### src/rtl/pampy_ops_pkg.sv
// -----------------------------------------------------------------------------
// pampy_ops_pkg
// Shared definitions for the pamPy ULA datapath and its sequencer:
//   - Python bytecode opcodes handled by the ULA
//   - SEL_ULA function encodings (0..11; 12..15 reserved)
//   - operand-mux select encodings
//   - sequencer state enum and decoded-operation struct
// -----------------------------------------------------------------------------
package pampy_ops_pkg;

  // Python bytecode opcodes
  localparam int unsigned OP_BINARY_MULTIPLY  = 20;
  localparam int unsigned OP_BINARY_ADD       = 23;
  localparam int unsigned OP_BINARY_SUBTRACT  = 24;
  localparam int unsigned OP_INPLACE_ADD      = 55;
  localparam int unsigned OP_INPLACE_SUBTRACT = 56;
  localparam int unsigned OP_INPLACE_MULTIPLY = 57;
  localparam int unsigned OP_BINARY_AND       = 64;
  localparam int unsigned OP_BINARY_XOR       = 65;
  localparam int unsigned OP_BINARY_OR        = 66;
  localparam int unsigned OP_COMPARE_OP       = 107;

  // Highest COMPARE_OP selector the ULA implements (GE)
  localparam int unsigned CMP_ARG_MAX = 5;

  // ULA function select
  localparam logic [3:0] ULA_ADD = 4'd0;
  localparam logic [3:0] ULA_SUB = 4'd1;
  localparam logic [3:0] ULA_MUL = 4'd2;
  localparam logic [3:0] ULA_AND = 4'd3;
  localparam logic [3:0] ULA_OR  = 4'd4;
  localparam logic [3:0] ULA_XOR = 4'd5;
  localparam logic [3:0] ULA_LT  = 4'd6;
  localparam logic [3:0] ULA_LE  = 4'd7;
  localparam logic [3:0] ULA_EQ  = 4'd8;
  localparam logic [3:0] ULA_NE  = 4'd9;
  localparam logic [3:0] ULA_GT  = 4'd10;
  localparam logic [3:0] ULA_GE  = 4'd11;

  // Operand mux selects
  localparam logic [1:0] MUX1_STACK   = 2'd0;
  localparam logic [1:0] MUX1_REGJUMP = 2'd1;
  localparam logic [1:0] MUX2_REGARG  = 2'd0;
  localparam logic [1:0] MUX2_TOS     = 2'd1;
  localparam logic [1:0] MUX2_PC      = 2'd2;

  typedef enum logic [1:0] {
    ST_IDLE,
    ST_LOAD,
    ST_EXEC,
    ST_DONE
  } state_e;

  typedef struct packed {
    logic       valid;
    logic [3:0] sel_ula;
    logic       is_mul;
  } op_dec_t;

endpackage

### src/rtl/ula_ops_ctrl_if.sv
// -----------------------------------------------------------------------------
// ula_ops_ctrl_if
// Operation request / completion bundle of the ULA sequencer.
//   op_valid/op_ready/opcode/arg : request handshake (master -> slave)
//   res_valid/res_comp/res_ovf   : completion pulse and returned flags
//   op_err                       : rejected-operation pulse
// master = issuing side, slave = ula_ops_ctrl.
// -----------------------------------------------------------------------------
interface ula_ops_ctrl_if #(
  parameter int DATA_WIDTH = 8
);
  logic                  op_valid;
  logic                  op_ready;
  logic [DATA_WIDTH-1:0] opcode;
  logic [DATA_WIDTH-1:0] arg;
  logic                  res_valid;
  logic                  res_comp;
  logic                  res_ovf;
  logic                  op_err;

  modport master (
    output op_valid, opcode, arg,
    input  op_ready, res_valid, res_comp, res_ovf, op_err
  );

  modport slave (
    input  op_valid, opcode, arg,
    output op_ready, res_valid, res_comp, res_ovf, op_err
  );
endinterface

### src/rtl/ula_op_decoder.sv
// -----------------------------------------------------------------------------
// ula_op_decoder
// Combinational decode of a bytecode opcode/argument into the ULA function.
//   opcode, arg : bytecode operation
//   dec         : {valid, sel_ula, is_mul}; sel_ula is 0 when not valid
// -----------------------------------------------------------------------------
module ula_op_decoder
  import pampy_ops_pkg::*;
#(
  parameter int DATA_WIDTH = 8
) (
  input  logic [DATA_WIDTH-1:0] opcode,
  input  logic [DATA_WIDTH-1:0] arg,
  output op_dec_t               dec
);

  logic [31:0] opc;
  logic [31:0] argv;

  always_comb begin
    opc  = 32'(opcode);
    argv = 32'(arg);
    // NOTE: every output of a combinational block gets a default before the
    // case statement; a path that leaves it unassigned would infer a latch.
    dec  = '0;
    case (opc)
      OP_BINARY_ADD, OP_INPLACE_ADD: begin
        dec.valid   = 1'b1;
        dec.sel_ula = ULA_ADD;
      end
      OP_BINARY_SUBTRACT, OP_INPLACE_SUBTRACT: begin
        dec.valid   = 1'b1;
        dec.sel_ula = ULA_SUB;
      end
      OP_BINARY_MULTIPLY, OP_INPLACE_MULTIPLY: begin
        dec.valid   = 1'b1;
        dec.sel_ula = ULA_MUL;
        dec.is_mul  = 1'b1;
      end
      OP_BINARY_AND: begin
        dec.valid   = 1'b1;
        dec.sel_ula = ULA_AND;
      end
      OP_BINARY_OR: begin
        dec.valid   = 1'b1;
        dec.sel_ula = ULA_OR;
      end
      OP_BINARY_XOR: begin
        dec.valid   = 1'b1;
        dec.sel_ula = ULA_XOR;
      end
      OP_COMPARE_OP: begin
        // Compare functions are laid out contiguously from LT, so the
        // selector is an offset; anything past GE would hit reserved codes.
        if (argv <= CMP_ARG_MAX) begin
          dec.valid   = 1'b1;
          dec.sel_ula = ULA_LT + 4'(argv);
        end
      end
      default: ;
    endcase
  end

endmodule

### src/rtl/ula_ops_ctrl.sv
// -----------------------------------------------------------------------------
// ula_ops_ctrl
// Sequencer for the pamPy ULA datapath. Accepts one bytecode op, loads the
// operand registers (op1 = TOS1, op2 = TOS), holds the ULA function for the
// execute phase (MUL_LATENCY cycles for multiply, 1 otherwise), then returns
// the datapath compare/overflow flags with a one-cycle res_valid.
//   clk, reset     : clock, synchronous active-high reset
//   op_if (slave)  : request handshake, completion and error pulses
//   comp_in/ovf_in : registered flags from the datapath
//   SEL_MUX1/2, CTRL_REG_OP1/2, SEL_ULA : datapath controls
// -----------------------------------------------------------------------------
module ula_ops_ctrl
  import pampy_ops_pkg::*;
#(
  parameter int DATA_WIDTH  = 8,
  parameter int MUL_LATENCY = 3
) (
  input  logic                 clk,
  input  logic                 reset,
  ula_ops_ctrl_if.slave        op_if,
  input  logic                 comp_in,
  input  logic                 ovf_in,
  output logic [1:0]           SEL_MUX1,
  output logic [1:0]           SEL_MUX2,
  output logic                 CTRL_REG_OP1,
  output logic                 CTRL_REG_OP2,
  output logic [3:0]           SEL_ULA
);

  localparam int CNT_W = (MUL_LATENCY > 1) ? $clog2(MUL_LATENCY) : 1;

  state_e           state_q, state_d;
  logic [CNT_W-1:0] cnt_q, cnt_d;
  logic [3:0]       sel_q;
  logic             is_mul_q;
  logic             err_q;
  logic             comp_q, ovf_q;
  logic             accept;
  op_dec_t          dec;

  ula_op_decoder #(.DATA_WIDTH(DATA_WIDTH)) u_dec (
    .opcode (op_if.opcode),
    .arg    (op_if.arg),
    .dec    (dec)
  );

  // Built from registered state rather than op_ready to avoid a
  // combinational loop through the output block.
  assign accept = op_if.op_valid && (state_q == ST_IDLE) && !err_q;

  always_ff @(posedge clk) begin
    // NOTE: sequential state uses non-blocking assignments so every register
    // samples the pre-edge values regardless of statement order.
    if (reset) begin
      state_q  <= ST_IDLE;
      cnt_q    <= '0;
      sel_q    <= ULA_ADD;
      is_mul_q <= 1'b0;
      err_q    <= 1'b0;
      comp_q   <= 1'b0;
      ovf_q    <= 1'b0;
    end else begin
      state_q <= state_d;
      cnt_q   <= cnt_d;
      // Rejected op: one IDLE cycle with op_err high and op_ready low.
      err_q   <= accept && !dec.valid;
      if (accept) begin
        sel_q    <= dec.sel_ula;
        is_mul_q <= dec.is_mul;
      end
      if (state_q == ST_DONE) begin
        comp_q <= comp_in;
        ovf_q  <= ovf_in;
      end
    end
  end

  always_comb begin
    state_d         = state_q;
    cnt_d           = cnt_q;
    op_if.op_ready  = 1'b0;
    op_if.res_valid = 1'b0;
    SEL_MUX1        = MUX1_STACK;
    SEL_MUX2        = MUX2_REGARG;
    CTRL_REG_OP1    = 1'b0;
    CTRL_REG_OP2    = 1'b0;
    SEL_ULA         = ULA_ADD;
    case (state_q)
      ST_IDLE: begin
        op_if.op_ready = !err_q;
        if (accept && dec.valid) state_d = ST_LOAD;
      end
      ST_LOAD: begin
        CTRL_REG_OP1 = 1'b1;
        CTRL_REG_OP2 = 1'b1;
        SEL_MUX1     = MUX1_STACK;
        SEL_MUX2     = MUX2_TOS;
        cnt_d        = is_mul_q ? CNT_W'(MUL_LATENCY - 1) : '0;
        state_d      = ST_EXEC;
      end
      ST_EXEC: begin
        SEL_ULA = sel_q;
        if (cnt_q == '0) state_d = ST_DONE;
        else             cnt_d   = cnt_q - 1'b1;
      end
      ST_DONE: begin
        SEL_ULA         = sel_q;
        op_if.res_valid = 1'b1;
        state_d         = ST_IDLE;
      end
      default: state_d = ST_IDLE;
    endcase
  end

  // Flags pass straight through while res_valid is high so they accompany
  // the pulse; the captured copy holds them until the next completion.
  assign op_if.res_comp = (state_q == ST_DONE) ? comp_in : comp_q;
  assign op_if.res_ovf  = (state_q == ST_DONE) ? ovf_in  : ovf_q;
  assign op_if.op_err   = err_q;

endmodule
### src/flat_wrapper.sv
// flat-port wrapper written by rule: the top's interface ports become plain ports
module ula_ops_ctrl_flat import pampy_ops_pkg::*;
#(
  parameter int DATA_WIDTH  = 8,
  parameter int MUL_LATENCY = 3
)
  (clk, reset, comp_in, ovf_in, SEL_MUX1, SEL_MUX2, CTRL_REG_OP1, CTRL_REG_OP2, SEL_ULA, op_if_op_valid, op_if_opcode, op_if_arg, op_if_op_ready, op_if_res_valid, op_if_res_comp, op_if_res_ovf, op_if_op_err);
  ula_ops_ctrl_if #(.DATA_WIDTH(DATA_WIDTH)) op_if_i ();
  input  logic clk;
  input  logic reset;
  input  logic comp_in;
  input  logic ovf_in;
  output logic [1:0] SEL_MUX1;
  output logic [1:0] SEL_MUX2;
  output logic CTRL_REG_OP1;
  output logic CTRL_REG_OP2;
  output logic [3:0] SEL_ULA;
  input wire logic [$bits(op_if_i.op_valid)-1:0] op_if_op_valid;
  input wire logic [$bits(op_if_i.opcode)-1:0] op_if_opcode;
  input wire logic [$bits(op_if_i.arg)-1:0] op_if_arg;
  output wire logic [$bits(op_if_i.op_ready)-1:0] op_if_op_ready;
  output wire logic [$bits(op_if_i.res_valid)-1:0] op_if_res_valid;
  output wire logic [$bits(op_if_i.res_comp)-1:0] op_if_res_comp;
  output wire logic [$bits(op_if_i.res_ovf)-1:0] op_if_res_ovf;
  output wire logic [$bits(op_if_i.op_err)-1:0] op_if_op_err;
  assign op_if_i.op_valid = op_if_op_valid;
  assign op_if_i.opcode = op_if_opcode;
  assign op_if_i.arg = op_if_arg;
  assign op_if_op_ready = op_if_i.op_ready;
  assign op_if_res_valid = op_if_i.res_valid;
  assign op_if_res_comp = op_if_i.res_comp;
  assign op_if_res_ovf = op_if_i.res_ovf;
  assign op_if_op_err = op_if_i.op_err;
  ula_ops_ctrl #(.DATA_WIDTH(DATA_WIDTH), .MUL_LATENCY(MUL_LATENCY)) u_core (.clk(clk), .reset(reset), .op_if(op_if_i), .comp_in(comp_in), .ovf_in(ovf_in), .SEL_MUX1(SEL_MUX1), .SEL_MUX2(SEL_MUX2), .CTRL_REG_OP1(CTRL_REG_OP1), .CTRL_REG_OP2(CTRL_REG_OP2), .SEL_ULA(SEL_ULA));
endmodule
### config.mk
export PLATFORM = sky130hd
export DESIGN_NAME = ula_ops_ctrl_flat
export DESIGN_NICKNAME = d
export VERILOG_FILES = /design/src/rtl/pampy_ops_pkg.sv /design/src/rtl/ula_ops_ctrl_if.sv /design/src/rtl/ula_op_decoder.sv /design/src/rtl/ula_ops_ctrl.sv /design/src/flat_wrapper.sv
export SDC_FILE = /design/constraint.sdc
export NUM_CORES = 1
export LEC_CHECK = 0
export ABC_AREA = 1
export ABC_CLOCK_PERIOD_IN_PS = 2000
export BUFFER_PORTS_ARGS = -buffer_cell sky130_fd_sc_hd__buf_2
export CAP_MARGIN = 20
export CORE_MARGIN = 3
export CORE_UTILIZATION = 26
export DETAILED_ROUTE_END_ITERATION = 7
export GPL_TIMING_DRIVEN = 1
export PLACE_DENSITY = 0.59
export SLEW_MARGIN = 20
export SYNTH_ARGS = -nofsm -noshare
export SYNTH_HDL_FRONTEND = slang
export SYNTH_SLANG_ARGS = --single-unit
### constraint.sdc
create_clock -name clk -period 2 [get_ports clk]
set_input_delay 0.4 -clock clk [delete_from_list [all_inputs] [get_ports clk]]
set_output_delay 0.4 -clock clk [all_outputs]
set_load 0.005 [all_outputs]
==> out/metrics.cfg, run 1 <==
[run_status]
status = finished, final reports clean

[critical_path]
worstPathArrival_ns = 1.43
worstSetupStartpointType = flop
rrSetupSlack_ns = 0.40
crit_type = flop to output port
crit_path_end_kind = output port
critPathRequiredTime_ns = 1.60
critPathMaxFanout = 4

[cells_and_area]
drive_gt1_frac = 0.241
syn2layout_area_growth_pct = 24.2
final_nets = 216
antenna_cells = 0

[floorplan]
die_x_um = 65.3
dieHeight_um = 65.3
core.rowCount = 20
io_pins = 36
core-area_um2 = 3200
die-area_um2 = 4270
initial_core_util = 0.286

[power_and_ir_drop]
pwr-share-comb = 0.453
irDropWorstVdd_v = 0.000202
netSwitchingFraction = 0.393
power.static_leakage_uw = 0.000615
p_int_uw = 561
power_uw = 923
power.switching_uw = 363
power_frac_seq = 0.337
power_density_nw_per_um2 = 813
pwr-share-clk = 0.210

[grt]
globalRouteTotalUtil = 0.0977
grt_pass1_vias = 805
grt_pass1_wl_um = 3340
antenna_found_initial = 0
gr-total-overflow = 0
grt_max_degree = 8

[sta]
hold_violations = 0
fmax_mhz = 545
min_period_ns = 1.83
setup_tns_ns = 0
rsz0062_at_grt = false
clock_skew_ns = 0.00597
setup_violations = 0
drv_slew = 0
period_share = 0.917

[yosys]
yosys_register_bits = 12
yosys_most_used_dff = dfxtp_1
synth_cell_types = 23
synth.area.top_cells = dfxtp_1 (26%), nand2_1 (18%), inv_1 (11%)
yosysMostFrequentCell = nand2_1
yosysSeqAreaShare = 0.263
async_flop_share = 0
yosys_warnings = 0
synthCells = 154
synth_edf_count = 0
synth.largest_area_cell = dfxtp_1
synth_common_cells = nand2_1 (44), inv_1 (28), nor2_1 (28)
synth_area_um2 = 915
postSynthAreaPerCell_um2 = 5.94
synth_top_area_frac = 0.263

[worst_hold_path]
hold_path.class = input port to flop

[cts]
clock_latency_ns = 0.27
ctsHoldBuffers = 0
postCtsSetupBuffers = 0
cts-resized-gates = 0
htreeDepth = 1
cts_tree = yes
clk_path_buf_depth = 2
clkSlewWorstSetupHoldPaths_ns = 0.08
clock-sinks = 12
cts-buffers-inserted = 3
cts_root_buffer = clkbuf_4

[route]
remaining_drc_errors = 0
vias = 918
first_pass_iters = 6
drt-vias-per-instance = 3.97
drt_iter0_markers = 17
wl_per_cell_um = 8.30
ant_nets = 0
wl_um = 1920

[placement]
globalplace.congestion = 0.747
dp_hpwl_um = 1630
io_buffers = 32

[job]
max_cap_viol_count = 0

-- placed cells by master (no fill, tap or decap), drive strengths merged --
| cell type | Yosys | routed |
|---|---|---|
| o21ai | 5 | 5 |
| o31ai | 1 | 1 |
| a31oi | 1 | 1 |
| clkinv | 1 | 1 |
| dfxtp | 12 | 12 |
| nor3 | 2 | 2 |
| inv | 29 | 29 |
| o211ai | 1 | 1 |
| nand2 | 46 | 46 |
| or2 | 1 | 1 |
| nor2 | 30 | 30 |
| clkbuf | 0 | 4 |
| a21oi | 8 | 8 |
| conb | 1 | 3 |
| xor2 | 1 | 1 |
| buf | 5 | 32 |
| nand3 | 3 | 3 |
| ha | 7 | 7 |
-- routing by layer --
| metal | up-vias | routed length, um | part of all wire | track usage |
|---|---|---|---|---|
| met4 | 0 | 9 | 0.0047 | 0.0311 |
| met2 | 25 | 759 | 0.40 | 0.139 |
| met5 | - | 0 | 0 | 0 |
| met3 | 4 | 141 | 0.074 | 0.0393 |
| met1 | 370 | 1010 | 0.53 | 0.133 |
| li1 | 519 | - | - | - |
-- final timing paths --
path / endpoint / start / cells after the start
setup / recovery: SEL_ULA[0] / u_core.state_q[0] / 5
hold / removal: u_core.sel_q[0] / reset / 2
setup reg to reg: u_core.state_q[0] / u_core.state_q[0] / 10
hold reg to reg: u_core.cnt_q[0] / u_core.cnt_q[0] / 1
-- through the flow --
stage / cell area [um2] / std cells / util / worst slack (ns) / hold WS, ns
global placement: 1100 / 227 / 0.343 / 0.398 / 0.445
detailed placement: 1100 / 227 / 0.343 / 0.393 / 0.450
global route: 1140 / 231 / 0.355 / 0.0298 / 0.366
CTS: 1140 / 231 / 0.355 / 0.150 / 0.368
floorplan: 922 / 156 / - / 0.590 / 0.426
finish: 1140 / 231 / 0.355 / 0.167 / 0.371
-- registers in the layout, summed over array words and instances, names as in the netlist --
name	flops
u_core.cnt_q	2
u_core.comp_q	1
u_core.is_mul_q	1
u_core.op_if.op_err	1
u_core.ovf_q	1
u_core.sel_q	4
u_core.state_q	2
-- worst max-delay path, cell delays in order, from the launching register on --
cell and delay (ns):
dfxtp_1 0.38, inv_1 0.10, ha_1 0.23, nor2_1 0.25
nor2_1 0.07, buf_2 0.13
-- final cells by class --
| class | count | area [um2] |
|---|---|---|
| repair buffers | 32 | 160 |
| multi-input cells | 109 | 531 |
| inverters | 30 | 114 |
| well taps | 44 | 55.1 |
| fillers | 382 | 2070 |
| flip-flops and latches | 12 | 240 |
| clock buffers | 4 | 36.3 |
-- cells by family after synthesis --
family,after synthesis,share of synthesized area
flip-flops,12,0.263
AO/OA/AOI/OAI,16,0.0944
AND/OR/NAND/NOR,82,0.368
XOR/XNOR,1,0.00958
adder cells (fa/ha/maj),7,0.0958
other,1,0.00410
buffers and inverters,35,0.166
-- power groups by stage --
stage | Combinational [uW] | Clock, uW | Sequential (uW)
floorplan | 318 | 0 | 311
global placement | 425 | 0 | 320
detailed placement | 425 | 0 | 317
CTS | 426 | 200 | 312
global route | 500 | 216 | 319
finish | 418 | 194 | 312
(Power assumes the default switching activity.)
==> run 2: changes to the inputs <==
--- a/config.mk
+++ b/config.mk
@@ -5,7 +5,6 @@
 export SDC_FILE = /design/constraint.sdc
 export NUM_CORES = 1
 export LEC_CHECK = 0
-export ABC_AREA = 1
 export ABC_CLOCK_PERIOD_IN_PS = 2000
 export BUFFER_PORTS_ARGS = -buffer_cell sky130_fd_sc_hd__buf_2
 export CAP_MARGIN = 20
==> constraint.sdc (replaced) <==
create_clock -name clk -period 2 [get_ports clk]
set_input_delay 0.2 -clock clk [delete_from_list [all_inputs] [get_ports clk]]
set_output_delay 0.2 -clock clk [all_outputs]
set_load 0.005 [all_outputs]
==> run 2 against run 1 <==
  * Clock skew hardly changed
  * Worst setup slack better by 0.032 ns
  * Synthesized area is 4.0% lower
  * Sequential power is 22% lower
  * Via count is 8.2% lower
  * Combinational power is 78% lower
  * First-iteration DRC count grew to 2.7 times the previous value
  * Utilization is 1.4 points higher
  * Largest cell class unchanged
==> out/metrics.cfg, run 2 <==
[run_status]
status = finished, final reports clean

[power_and_ir_drop]
power_frac_seq = 0.463
p_int_uw = 400
pwr-share-clk = 0.360
power_density_nw_per_um2 = 456
pwr-share-comb = 0.177
power.static_leakage_uw = 0.000509
netSwitchingFraction = 0.241
irDropWorstVdd_v = 0.000144
power.switching_uw = 127

[yosys]
synthCells = 101
yosys_most_used_dff = dfxtp_1
synth_area_um2 = 878
synth.area.top_cells = dfxtp_1 (27%), ha_1 (10%), nor2b_1 (5.7%)
yosysMostFrequentCell = dfxtp_1
yosysSeqAreaShare = 0.274
synth_cell_types = 38
synth_common_cells = dfxtp_1 (12), nor2b_1 (8), ha_1 (7), inv_1 (7)
synth_edf_count = 0
postSynthAreaPerCell_um2 = 8.70
yosys_register_bits = 12
async_flop_share = 0
yosys_warnings = 0
synth.largest_area_cell = dfxtp_1
synth_top_area_frac = 0.274

[sta]
fmax_mhz = 555
hold_violations = 0
worst_hold_slack_ns = 0.260
period_share = 0.901
rsz0062_at_grt = false
setup_violations = 0
slew_headroom = 0.584
min_period_ns = 1.80
tightest_slew_ns = 0.619
drv_slew = 0
clock_skew_ns = 0.00625
setup_tns_ns = 0

[placement]
postPlaceCellArea_um2 = 1110
dp_hpwl_um = 1770
io_buffers = 32
dp_cells = 178
globalplace.congestion = 0.819

[route]
vias = 843
drt_iter0_markers = 46
wl_per_cell_um = 11.6
wl_um = 2110
first_pass_iters = 3
drt-vias-per-instance = 4.63
remaining_drc_errors = 0
ant_nets = 0

[critical_path]
crit_path_end_kind = flop
crit_type = input port to flop
cpMaxStageDelayCell = or4b_1
worst_path_dominant_cell_family = simple AND/OR/NAND/NOR gates
rrSetupSlack_ns = 0.24
reg2reg_depth = 7
critPathRequiredTime_ns = 2.18
cpPeakStageDelay_ns = 0.62
critPathMaxFanout = 3
worstPathArrival_ns = 1.98
path_cells = buf_2 > or4_1 > or4b_1 > a31o_4 > a2111oi_2
r2r-end = u_core.state_q[0]
crit_buf_inv = 1
r2r-start = u_core.state_q[0]
worstSetupStartpointType = input port

[cts]
htreeDepth = 1
cts_tree = yes
clk_path_buf_depth = 2
clock_latency_ns = 0.27
clkSlewWorstSetupHoldPaths_ns = 0.08
clock-sinks = 12
cts-buffers-inserted = 3
cts_root_buffer = clkbuf_4
ctsHoldBuffers = 0

[cells_and_area]
layout_commonest_cell = buf_2
syn2layout_area_growth_pct = 31.3
drive_gt1_frac = 0.406
mostFrequentLayoutCells = buf_2 (32), dfxtp_1 (12), nor2b_1 (8), buf_4 (8)
regArea_um2 = 240
final_area_um2 = 1150
final_util = 0.369
multi_input_area_um2 = 576
layoutNonFillerInstCount = 182
antenna_cells = 0
fillers = 328
final_nets = 167
largest_reg_flops = 4
regMostFlops = u_core.sel_q
largestRegisters = u_core.sel_q x4, u_core.cnt_q x2, u_core.state_q x2

[grt]
globalRouteTotalUtil = 0.110
gr-total-overflow = 0
grt_pass1_wl_um = 3660
antenna_found_initial = 0
grt_pass1_vias = 878
grt_max_degree = 13

[floorplan]
io_pins = 36
die-area_um2 = 4110
die_x_um = 64.1
initial_core_util = 0.281
core-area_um2 = 3130
dieHeight_um = 64.1
core.rowCount = 20

[worst_hold_path]
holdCritStartpoint = reset
hold_path_end = u_core.is_mul_q
hold-path-cell-count = 2
hold_path.class = input port to flop

[job]
max_cap_viol_count = 0

[run 2: cell count changes after synthesis, sizes merged, moves of 4 or more]
cell    before  now
inv         29    7
nor2        30    4
nand2b       0    4
or4b         0    5
nor2b        0    8
nand2       46    4
[run 2: how the worst max path moves through the flow]
stage,from,cells past startpoint,to,slack [ns]
after floorplan,op_if_arg[3],5,u_core.state_q[0],0.03
after global placement,op_if_arg[3],5,u_core.state_q[0],-0.08
after detailed placement,op_if_arg[3],5,u_core.state_q[0],-0.10
after CTS,op_if_arg[3],5,u_core.state_q[0],0.19
after global routing,u_core.state_q[0],7,u_core.state_q[0],0.04
final,op_if_arg[3],5,u_core.state_q[0],0.20
[run 2: cell type report]
| cell class | instances | share of cell area |
|---|---|---|
| clock buffers | 4 | 0.0315 |
| inverters | 7 | 0.0228 |
| multi-input cells | 75 | 0.499 |
| flip-flops and latches | 12 | 0.208 |
| well taps | 44 | 0.0477 |
| repair buffers | 40 | 0.191 |
[run 2: metrics by stage]
step | setup WS (ns) | total power, uW
after floorplan | 0.0255 | 299
after global placement | -0.0789 | 340
after detailed placement | -0.103 | 342
after CTS | 0.188 | 535
after global routing | 0.0366 | 556
final | 0.198 | 526
[run 2: kinds of logic (layout without fill, tap and decap cells)]
group                    count (synthesis)  after routing  synth area share
XOR/XNOR                                 2              2            0.0199
buffers and inverters                   16             51            0.0912
other                                    1              3           0.00427
flip-flops                              12             12             0.274
AND/OR/NAND/NOR                         39             39             0.283
adder cells (fa/ha/maj)                  7              7            0.0997
multiplexers                             4              4            0.0484
AO/OA/AOI/OAI                           20             20             0.179
[run 2: power groups by stage]
stage / registers, uW / logic, uW / clock network [uW]
after global routing: 244 / 105 / 207
after detailed placement: 249 / 92.8 / 0
final: 244 / 93.0 / 190
after floorplan: 249 / 50.6 / 0
after global placement: 249 / 90.5 / 0
after CTS: 244 / 92.9 / 199
[run 2: routing by layer]
layer	routed length (um)	GRT usage	vias to the layer above
li1	-	-	431
met4	29	0.0501	0
met3	116	0.0193	4
met5	0	0	-
met2	1050	0.199	26
met1	913	0.123	382
[run 2: what timing repair did]
| item | in CTS | in global routing |
|---|---|---|
| endpoints found under the setup margin | 0 | 1 |
| buffers inserted | 0 | 0 |
| resized for setup | 0 | 1 |
==> run 3: changes to the inputs <==
--- a/config.mk
+++ b/config.mk
@@ -6,8 +6,9 @@
 export NUM_CORES = 1
 export LEC_CHECK = 0
 export ABC_CLOCK_PERIOD_IN_PS = 2000
-export BUFFER_PORTS_ARGS = -buffer_cell sky130_fd_sc_hd__buf_2
+export BUFFER_PORTS_ARGS = -buffer_cell sky130_fd_sc_hd__clkbuf_2
 export CAP_MARGIN = 20
+export CORE_ASPECT_RATIO = 0.6
 export CORE_MARGIN = 3
 export CORE_UTILIZATION = 26
 export DETAILED_ROUTE_END_ITERATION = 7
==> run 3 against run 2 <==
  * Via count up 3.0%
  * Cell count down 0.55%
  * Hold slack better by 0.078 ns
  * Non-clock buffer count up 2
  * Utilization up 1.6 points
  * Worst setup slack worse by 0.11 ns
  * Combinational power up 2.8%
  * Count of clock-buffer cells in the layout down 1
  * Die area up 0.56%
  * Flip-flop and latch count unchanged
  * Final area up 1.3%
  * Sequential power about the same
  * Critical path type unchanged
==> out/metrics.cfg, run 3 (synthesis results as in run 2) <==
[floorplan]
die-area_um2 = 4130
core.rowCount = 15
initial_core_util = 0.289
io_pins = 36
die_x_um = 81.0
dieHeight_um = 51.0
core-area_um2 = 3040

[cells_and_area]
final_nets = 169
antenna_cells = 0
largestRegisters = u_core.sel_q x4, u_core.cnt_q x2, u_core.state_q x2
fillers = 329
regMostFlops = u_core.sel_q
largest_reg_flops = 4
syn2layout_area_growth_pct = 33.0
layout_commonest_cell = clkbuf_2
drive_gt1_frac = 0.410
mostFrequentLayoutCells = clkbuf_2 (32), dfxtp_1 (12), buf_4 (10)

[power_and_ir_drop]
power_density_nw_per_um2 = 475
power_uw = 555
power.static_leakage_uw = 0.000513
irDropWorstVdd_v = 0.000180

[worst_hold_path]
hold_path.class = input port to flop
hold-path-cell-count = 2

[placement]
dp_hpwl_um = 1980
io_buffers = 32
globalplace.congestion = 0.795
place_worst_setup_slack_ns = -0.115

[cts]
clkSlewWorstSetupHoldPaths_ns = 0.05
cts_root_buffer = clkbuf_8
clock_latency_ns = 0.24
htreeDepth = 1
cts-resized-gates = 0
postCtsSetupBuffers = 0
clk_path_buf_depth = 2
cts_tree = yes
ctsHoldBuffers = 0
clock-sinks = 12
cts-buffers-inserted = 3

[grt]
grt.met2_usage = 0.198
met3_usage = 0.0405
grt_max_degree = 13
globalRouteTotalUtil = 0.123
antenna_found_initial = 0
use_met1 = 0.163
grt_pass1_wl_um = 3910
grt_pass1_vias = 827
gr-total-overflow = 0
busiest_layer = met2

[job]
max_cap_viol_count = 0

[critical_path]
crit_path_end_kind = flop
worstSetupStartpointType = input port
critPathRequiredTime_ns = 2.13
critPathMaxFanout = 4
crit_type = input port to flop
worstPathArrival_ns = 2.04
reg2reg_depth = 7

[sta]
slew_headroom = 0.607
tightest_slew_ns = 0.585
clock_skew_ns = 0.00377
rsz0062_at_grt = false
min_period_ns = 1.92
setup_tns_ns = 0
drv_slew = 0
hold_violations = 0
fmax_mhz = 522
finalWorstSetupSlack_ns = 0.0833
period_share = 0.958
setup_violations = 0

[route]
drt_iter0_markers = 39
remaining_drc_errors = 0
drt-vias-per-instance = 4.80
first_pass_iters = 4
vias = 868
wl_per_cell_um = 13.0
ant_nets = 0
wl_um = 2340

[run_status]
status = finished, final reports clean

run 3: cell count changes in the layout (fill, tap and decap cells not counted), sizes merged:
| cell | delta |
|---|---|
| buf | -30 |
| clkbuf | +31 |
run 3: final cells by class:
cell class	count	area (um2)	share of cell area
clock buffers	3	41.3	0.0353
inverters	7	26.3	0.0225
multi-input cells	75	573	0.490
flip-flops and latches	12	240	0.206
well taps	42	52.6	0.0450
repair buffers	42	235	0.201
run 3: worst max-delay path, cell delays in order:
cell,delay (ns)
clkbuf_2,0.09
or4b_4,0.54
a2111oi_0,0.40
nor3_1,0.23
a31o_4,0.28
a2111oi_2,0.31
run 3: metal layers:
layer / vias up / wire length [um]
met2: 21 / 1150
met1: 413 / 1100
met3: 0 / 99
li1: 434 / -
met5: - / 0
met4: 0 / 0
run 3: metrics by stage:
step                       util  area [um2]  instances  hold slack (ns)
after floorplan               -         897        103            0.434
after global placement    0.370        1120        178            0.452
after detailed placement  0.370        1120        178            0.461
after CTS                 0.384        1170        181            0.327
after global routing      0.384        1170        181            0.344
final                     0.384        1170        181            0.338
run 3: worst paths after layout:
kind	from	endpoint	slack (ns)
setup / recovery	op_if_opcode[2]	u_core.state_q[0]	0.08
setup reg to reg	u_core.state_q[0]	u_core.state_q[0]	0.12
hold reg to reg	u_core.sel_q[1]	u_core.sel_q[1]	0.47
hold / removal	reset	u_core.cnt_q[0]	0.34
run 3: power by group:
group          switching, uW  internal [uW]  total (uW)
logic                   47.8           47.8        95.6
clock network           83.1            132         215
registers               1.91            243         244
total                    133            423         555
